<file path="src/rtl/fib_stack_engine_if.sv">
// Handshake and result bus between the board input registers / display driver
// (master side) and the Fibonacci stack engine (slave side).
interface fib_stack_engine_if #(
  parameter int N_W   = 6,
  parameter int RES_W = 16,
  parameter int CNT_W = 16
);
  logic             start;
  logic [N_W-1:0]   n;
  logic             busy;
  logic             done;
  logic             err;
  logic             ovf;
  logic [RES_W-1:0] result;
  logic [CNT_W-1:0] calls;

  modport master (
    output start, n,
    input  busy, done, err, ovf, result, calls
  );

  modport slave (
    input  start, n,
    output busy, done, err, ovf, result, calls
  );
endinterface

</file>
<file path="src/rtl/fib_stack_engine.sv">
// Fibonacci engine: evaluates fib(n) by expanding the recursive call tree on an
// explicit operand stack. Leaves (x<2) add x into the result; internal nodes
// push x-1 then x-2 so the smaller operand is processed first, keeping the
// peak stack depth at floor(n/2)+1.
//
// state | meaning
// IDLE  | waiting for start; outputs hold the last run's values
// POP   | stack empty -> DONE, else pop one node and count it
// PUSH1 | push t-1 (abort to ERR if stack full)
// PUSH2 | push t-2 (abort to ERR if stack full)
// DONE  | one-cycle completion pulse
// ERR   | one-cycle completion pulse after a stack overflow abort
module fib_stack_engine #(
  parameter int N_W   = 6,
  parameter int RES_W = 16,
  parameter int CNT_W = 16,
  parameter int DEPTH = 32
) (
  input  logic                clk,
  input  logic                CLR,
  fib_stack_engine_if.slave   bus
);

  localparam int SP_W = $clog2(DEPTH + 1);
  localparam int AW   = (DEPTH > 1) ? $clog2(DEPTH) : 1;

  typedef enum logic [2:0] {
    IDLE  = 3'd0,
    POP   = 3'd1,
    PUSH1 = 3'd2,
    PUSH2 = 3'd3,
    DONE  = 3'd4,
    ERR   = 3'd5
  } state_t;

  state_t           state_q;
  logic [SP_W-1:0]  sp_q;
  logic [N_W-1:0]   t_q;
  logic [RES_W-1:0] result_q;
  logic [CNT_W-1:0] calls_q;
  logic             err_q;
  logic             ovf_q;

  // Operand storage is deliberately not reset; only the pointer is.
  logic [N_W-1:0]   stack_q [DEPTH];

  logic             full;
  logic             empty;
  logic [AW-1:0]    rd_idx;
  logic [N_W-1:0]   top;
  logic             wr_en;
  logic [AW-1:0]    wr_idx;
  logic [N_W-1:0]   wr_data;

  assign full   = (sp_q == SP_W'(DEPTH));
  assign empty  = (sp_q == '0);
  assign rd_idx = AW'(sp_q - SP_W'(1));
  assign top    = stack_q[rd_idx];

  // Stack write port: seed on an accepted start, children on the push states.
  always_comb begin
    wr_en   = 1'b0;
    wr_idx  = AW'(sp_q);
    wr_data = bus.n;
    case (state_q)
      IDLE: begin
        if (bus.start) begin
          wr_en  = 1'b1;
          wr_idx = '0;
        end
      end
      PUSH1: begin
        if (!full) begin
          wr_en   = 1'b1;
          wr_data = t_q - N_W'(1);
        end
      end
      PUSH2: begin
        if (!full) begin
          wr_en   = 1'b1;
          wr_data = t_q - N_W'(2);
        end
      end
      default: ;
    endcase
  end

  // Stack array update.
  always_ff @(posedge clk) begin
    if (wr_en) stack_q[wr_idx] <= wr_data;
  end

  // Main sequencer with pointer, result, call counter and sticky flags.
  always_ff @(posedge clk or negedge CLR) begin
    if (!CLR) begin
      state_q  <= IDLE;
      sp_q     <= '0;
      t_q      <= '0;
      result_q <= '0;
      calls_q  <= '0;
      err_q    <= 1'b0;
      ovf_q    <= 1'b0;
    end else begin
      case (state_q)
        IDLE: begin
          if (bus.start) begin
            sp_q     <= SP_W'(1);
            result_q <= '0;
            calls_q  <= '0;
            err_q    <= 1'b0;
            ovf_q    <= 1'b0;
            state_q  <= POP;
          end
        end
        POP: begin
          if (empty) begin
            state_q <= DONE;
          end else begin
            sp_q <= sp_q - SP_W'(1);
            if (calls_q != '1) calls_q <= calls_q + CNT_W'(1);
            if (top < N_W'(2)) begin
              // Leaf: only x==1 contributes; saturate instead of wrapping.
              if (top == N_W'(1)) begin
                if (&result_q) ovf_q    <= 1'b1;
                else           result_q <= result_q + RES_W'(1);
              end
            end else begin
              t_q     <= top;
              state_q <= PUSH1;
            end
          end
        end
        PUSH1: begin
          if (full) begin
            err_q   <= 1'b1;
            state_q <= ERR;
          end else begin
            sp_q    <= sp_q + SP_W'(1);
            state_q <= PUSH2;
          end
        end
        PUSH2: begin
          if (full) begin
            err_q   <= 1'b1;
            state_q <= ERR;
          end else begin
            sp_q    <= sp_q + SP_W'(1);
            state_q <= POP;
          end
        end
        DONE:    state_q <= IDLE;
        ERR:     state_q <= IDLE;
        default: state_q <= IDLE;
      endcase
    end
  end

  assign bus.busy   = (state_q != IDLE);
  assign bus.done   = (state_q == DONE) || (state_q == ERR);
  assign bus.err    = err_q;
  assign bus.ovf    = ovf_q;
  assign bus.result = result_q;
  assign bus.calls  = calls_q;

endmodule

</file>
<file path="src/flat_wrapper.sv">
// flat-port wrapper written by rule: the top's interface ports become plain ports
module fib_stack_engine_flat 
#(
  parameter int N_W   = 6,
  parameter int RES_W = 16,
  parameter int CNT_W = 16,
  parameter int DEPTH = 32
)
  (clk, CLR, bus_start, bus_n, bus_busy, bus_done, bus_err, bus_ovf, bus_result, bus_calls);
  fib_stack_engine_if #(.N_W(N_W), .RES_W(RES_W), .CNT_W(CNT_W)) bus_i ();
  input  logic clk;
  input  logic CLR;
  input wire logic [$bits(bus_i.start)-1:0] bus_start;
  input wire logic [$bits(bus_i.n)-1:0] bus_n;
  output wire logic [$bits(bus_i.busy)-1:0] bus_busy;
  output wire logic [$bits(bus_i.done)-1:0] bus_done;
  output wire logic [$bits(bus_i.err)-1:0] bus_err;
  output wire logic [$bits(bus_i.ovf)-1:0] bus_ovf;
  output wire logic [$bits(bus_i.result)-1:0] bus_result;
  output wire logic [$bits(bus_i.calls)-1:0] bus_calls;
  assign bus_i.start = bus_start;
  assign bus_i.n = bus_n;
  assign bus_busy = bus_i.busy;
  assign bus_done = bus_i.done;
  assign bus_err = bus_i.err;
  assign bus_ovf = bus_i.ovf;
  assign bus_result = bus_i.result;
  assign bus_calls = bus_i.calls;
  fib_stack_engine #(.N_W(N_W), .RES_W(RES_W), .CNT_W(CNT_W), .DEPTH(DEPTH)) u_core (.clk(clk), .CLR(CLR), .bus(bus_i));
endmodule
</file>
<file path="config.mk">
export PLATFORM = sky130hd
export DESIGN_NAME = fib_stack_engine_flat
export DESIGN_NICKNAME = d
export VERILOG_FILES = /design/src/rtl/fib_stack_engine_if.sv /design/src/rtl/fib_stack_engine.sv /design/src/flat_wrapper.sv
export SDC_FILE = /design/constraint.sdc
export NUM_CORES = 1
export LEC_CHECK = 0
export CAP_MARGIN = 10
export CORE_ASPECT_RATIO = 1.5
export CORE_UTILIZATION = 60
export DETAILED_ROUTE_END_ITERATION = 8
export PLACE_DENSITY = 0.79
export SETUP_SLACK_MARGIN = 0.1
export SLEW_MARGIN = 20
export SYNTH_ARGS = -nofsm -noshare
export SYNTH_HDL_FRONTEND = slang
export SYNTH_SLANG_ARGS = --single-unit
</file>
<file path="constraint.sdc">
create_clock -name clk -period 4.4 [get_ports clk]
set_input_delay 1.32 -clock clk [delete_from_list [all_inputs] [get_ports clk]]
set_output_delay 1.32 -clock clk [all_outputs]
set_load 0.02 [all_outputs]
</file>
==> results_dict.tcl <==
set metrics [dict create \
    max_stage_delay_ps 650 \
    cp_max_fo 11 \
    drive_gt1_share_pct 12.48 \
    die_w_um 110.6 \
    r2r_start "u_core.sp_q[1]" \
    status "finished, final reports clean" \
    dr_total_vias 6723 \
    syn_to_final_growth_pct 13.30 \
    ir_drop_mv 0.6073 \
    maxCapViolCount 0 \
    grt_max_degree 48 \
    wirelength_um 23970 \
    fin_crit_sh_pct 88.18 \
    port-buffer-count 44 \
    hp-start "u_core.bus.err" \
    syn-cell-area_um2 10620 \
    cts_hold_buffers 0 \
    cts_setup_buffers 0 \
    setup_viol 0 \
    syn_nets 770 \
    design_area_um2 12040 \
    cpMaxStageDelayCell "xnor2_1" \
    synth_compound_area_share_pct 5.995 \
    cts.sinks 241 \
    grt.busiest_layer "met2" \
    fp.dieArea_um2 18250 \
    drcViolationCount 0 \
    grtUsageMet1_pct 31.46 \
    grt_pass1_wl_um 36900 \
    wire_per_inst_um 23.27 \
    grt_overflow 0 \
    timing.setup.tns_ps 0 \
    cp-end-kind "register" \
    antenna_cells 0 \
    leakagePower_uw 0.004249 \
    clk_pin_slew_ps 70 \
    postPlaceCellArea_um2 11350 \
    ant_nets 0 \
    start_util_pct 61.24 \
    clockBufferDepth 3 \
    synth_area_per_cell_um2 14.09 \
    worstMarginPinSlew_ps 1008 \
    synth.area.mux_share_pct 11.29 \
    cts_root_buffer "clkbuf_16" \
    path_cells "inv_1 -> ha_2 -> xnor2_1 -> mux2i_1 -> nand4_1 -> a211oi_1 -> nand4bb_1 -> buf_4 -> or4_1 -> or3_1 -> a21oi_1" \
    fp-row-count 59 \
    r2r_slack_ps 520 \
    synth_enable_flop_cells 192 \
    layout_min_cycle_time_ps 3880 \
    yosysSeqAreaShare_pct 65.81 \
    max_slew_margin_pct 32.57 \
    synthSimpleGateAreaFrac_pct 12.13 \
    first_pass_iters 5 \
    synth_seq_cells 241 \
    num_io_pins 45 \
    ff2ff_path_depth 11 \
    drt_iter0_markers 602 \
    grt_pass1_vias 6606 \
    ctsResizeCount 0 \
    fin_skew_ps 12.87 \
    synth-async-reset-ratio_pct 20.33 \
    place.gp.congestion 0.9302 \
    critical_path_class "register to register" \
    htreeDepth 1 \
    hold_end "u_core.bus.err" \
    dpl.hpwl_um 16220 \
    yosys_warnings 0 \
    whs_ps 476.9 \
    drv_slew 0 \
    clkLatencyLatePin_ps 510 \
    hold_viol 0 \
    met2_usage_pct 48.31 \
    core_um2 17350 \
    reg2reg_to "u_core.bus.result[14]" \
    synth-xor-area-share_pct 1.719 \
    pwr_density_cell_nw_per_um2 727.2 \
    synth-adder-area-share_pct 0.8244 \
    hp-class "register to register" \
    rsz0062_at_grt "false" \
    timing.fmax_ghz 0.2577 \
    via_per_inst 6.527 \
    antenna_found_initial 0 \
    syn-instance-count 754 \
    final_net_count 818 \
    fillers 1146 \
    synth-main-ff-cell "edfxtp_1" \
    min_path_cells 2 \
    ys_types 60 \
    grt_usage_pct 26.83 \
    worstPathArrival_ps 4310 \
    synth_top_family_by_area "simple AND/OR/NAND/NOR gates" \
    grt_use_met3_pct 3.853 \
    cts_buffers 22 \
    final_core_util_pct 69.38 \
    crit_family "simple AND/OR/NAND/NOR gates" \
    chipHeight_um 165.0 \
    seqCellArea_um2 6993 \
    worst-path-buf-inv 2 \
    worst_ep_required_time_ps 4830 \
    multi_input_area_um2 3450 \
    cp-start-kind "register" \
    cts_tree "done" \
]
worst max-delay path by stage:
stage | from | to | slack (ps) | depth (start not counted)
2_1_floorplan | u_core.sp_q[0] | u_core.bus.result[14] | 650 | 13
3_3_place_gp | u_core.sp_q[1] | u_core.bus.result[14] | 680 | 11
3_5_place_dp | u_core.sp_q[1] | u_core.bus.result[14] | 550 | 11
4_1_cts | u_core.sp_q[1] | u_core.bus.result[14] | 560 | 11
5_1_grt | u_core.sp_q[1] | u_core.bus.result[14] | 290 | 11
6_report | u_core.sp_q[1] | u_core.bus.result[14] | 520 | 11
worst register-to-register path: cells and delay by family (launching register included):
kind                     cells  cell delay (ps)
AND/OR/NAND/NOR              4             1100
AO/OA/AOI/OAI                2              660
XOR/XNOR                     1              650
flip-flops                   1              500
buffers and inverters        2              350
adder cells (fa/ha/maj)      1              290
multiplexers                 1              270
cell families after synthesis:
logic type,Yosys count
compound gates,90
xor+xnor,20
fa+ha+maj,7
buf+inv,52
flops,241
mux,71
simple gates,273
Yosys cell counts (all sizes together) (5+ instances only):
cell	instances	area share [%]
o21ai	21	0.99
a32o	6	0.57
a22o	5	0.41
a21oi	10	0.47
a21o	5	0.35
mux4	38	8.2
xor2	14	1.2
nor2	67	2.4
edfxtp	192	54
nand3	42	2.0
ha	7	0.82
clkbuf	20	0.71
mux2i	31	2.9
nand2	84	3.0
a31oi	7	0.41
nand2b	12	0.71
nor3b	5	0.40
nor2b	5	0.29
buf	21	1.1
o31ai	5	0.35
inv	11	0.39
dfrtp	49	12
xnor2	6	0.49
nor3	22	1.1
nand4	11	0.65
and2	5	0.29
per-layer routing:
layer  routed length, µm  part of all wire [%]
met4                1181                   4.9
met2               12560                    52
met5                   0                     0
met1                8768                    37
met3                1462                   6.1
placed cells by master (no fill, tap or decap), drive strengths merged, types with 10 or more instances in the layout:
cell type / synthesis / layout
buf: 21 / 22
mux4: 38 / 38
a21oi: 10 / 10
nand4: 11 / 11
inv: 11 / 11
nand3: 42 / 42
nor3: 22 / 22
edfxtp: 192 / 192
clkbuf: 20 / 27
clkdlybuf4s50: 0 / 43
nor2: 67 / 67
dfrtp: 49 / 49
xor2: 14 / 14
mux2i: 31 / 31
nand2b: 12 / 12
o21ai: 21 / 21
nand2: 84 / 84
clkinv: 0 / 11
registers in the layout (all words and copies together) (netlist names):
signal and count:
u_core.bus.calls 16, u_core.bus.err 1, u_core.bus.ovf 1, u_core.bus.result 16
u_core.sp_q 6, u_core.stack_q 192, u_core.state_q 3, u_core.t_q 6
through the flow:
stage,total power (µW),worst slack (ps),instances
2_1_floorplan,5786,645.6,754
3_3_place_gp,6851,675.3,991
3_5_place_dp,6960,551.2,991
4_1_cts,8735,556.9,1030
5_1_grt,9126,286.6,1030
6_report,8754,520.1,1030
power by group:
group          internal [µW]  switching [µW]
clock                   1010             776
sequential              3060             168
combinational           1400            2340
total                   5470            3290
final cells by class:
type / instances / share of cell area, %
sequential: 241 / 58.10
multi-input combinational: 461 / 28.66
timing repair buffer: 65 / 5.135
clock buffer: 27 / 4.906
tap: 213 / 2.214
clock inverter: 12 / 0.6445
inverter: 11 / 0.3430
Power figures use the tool's default switching activity.
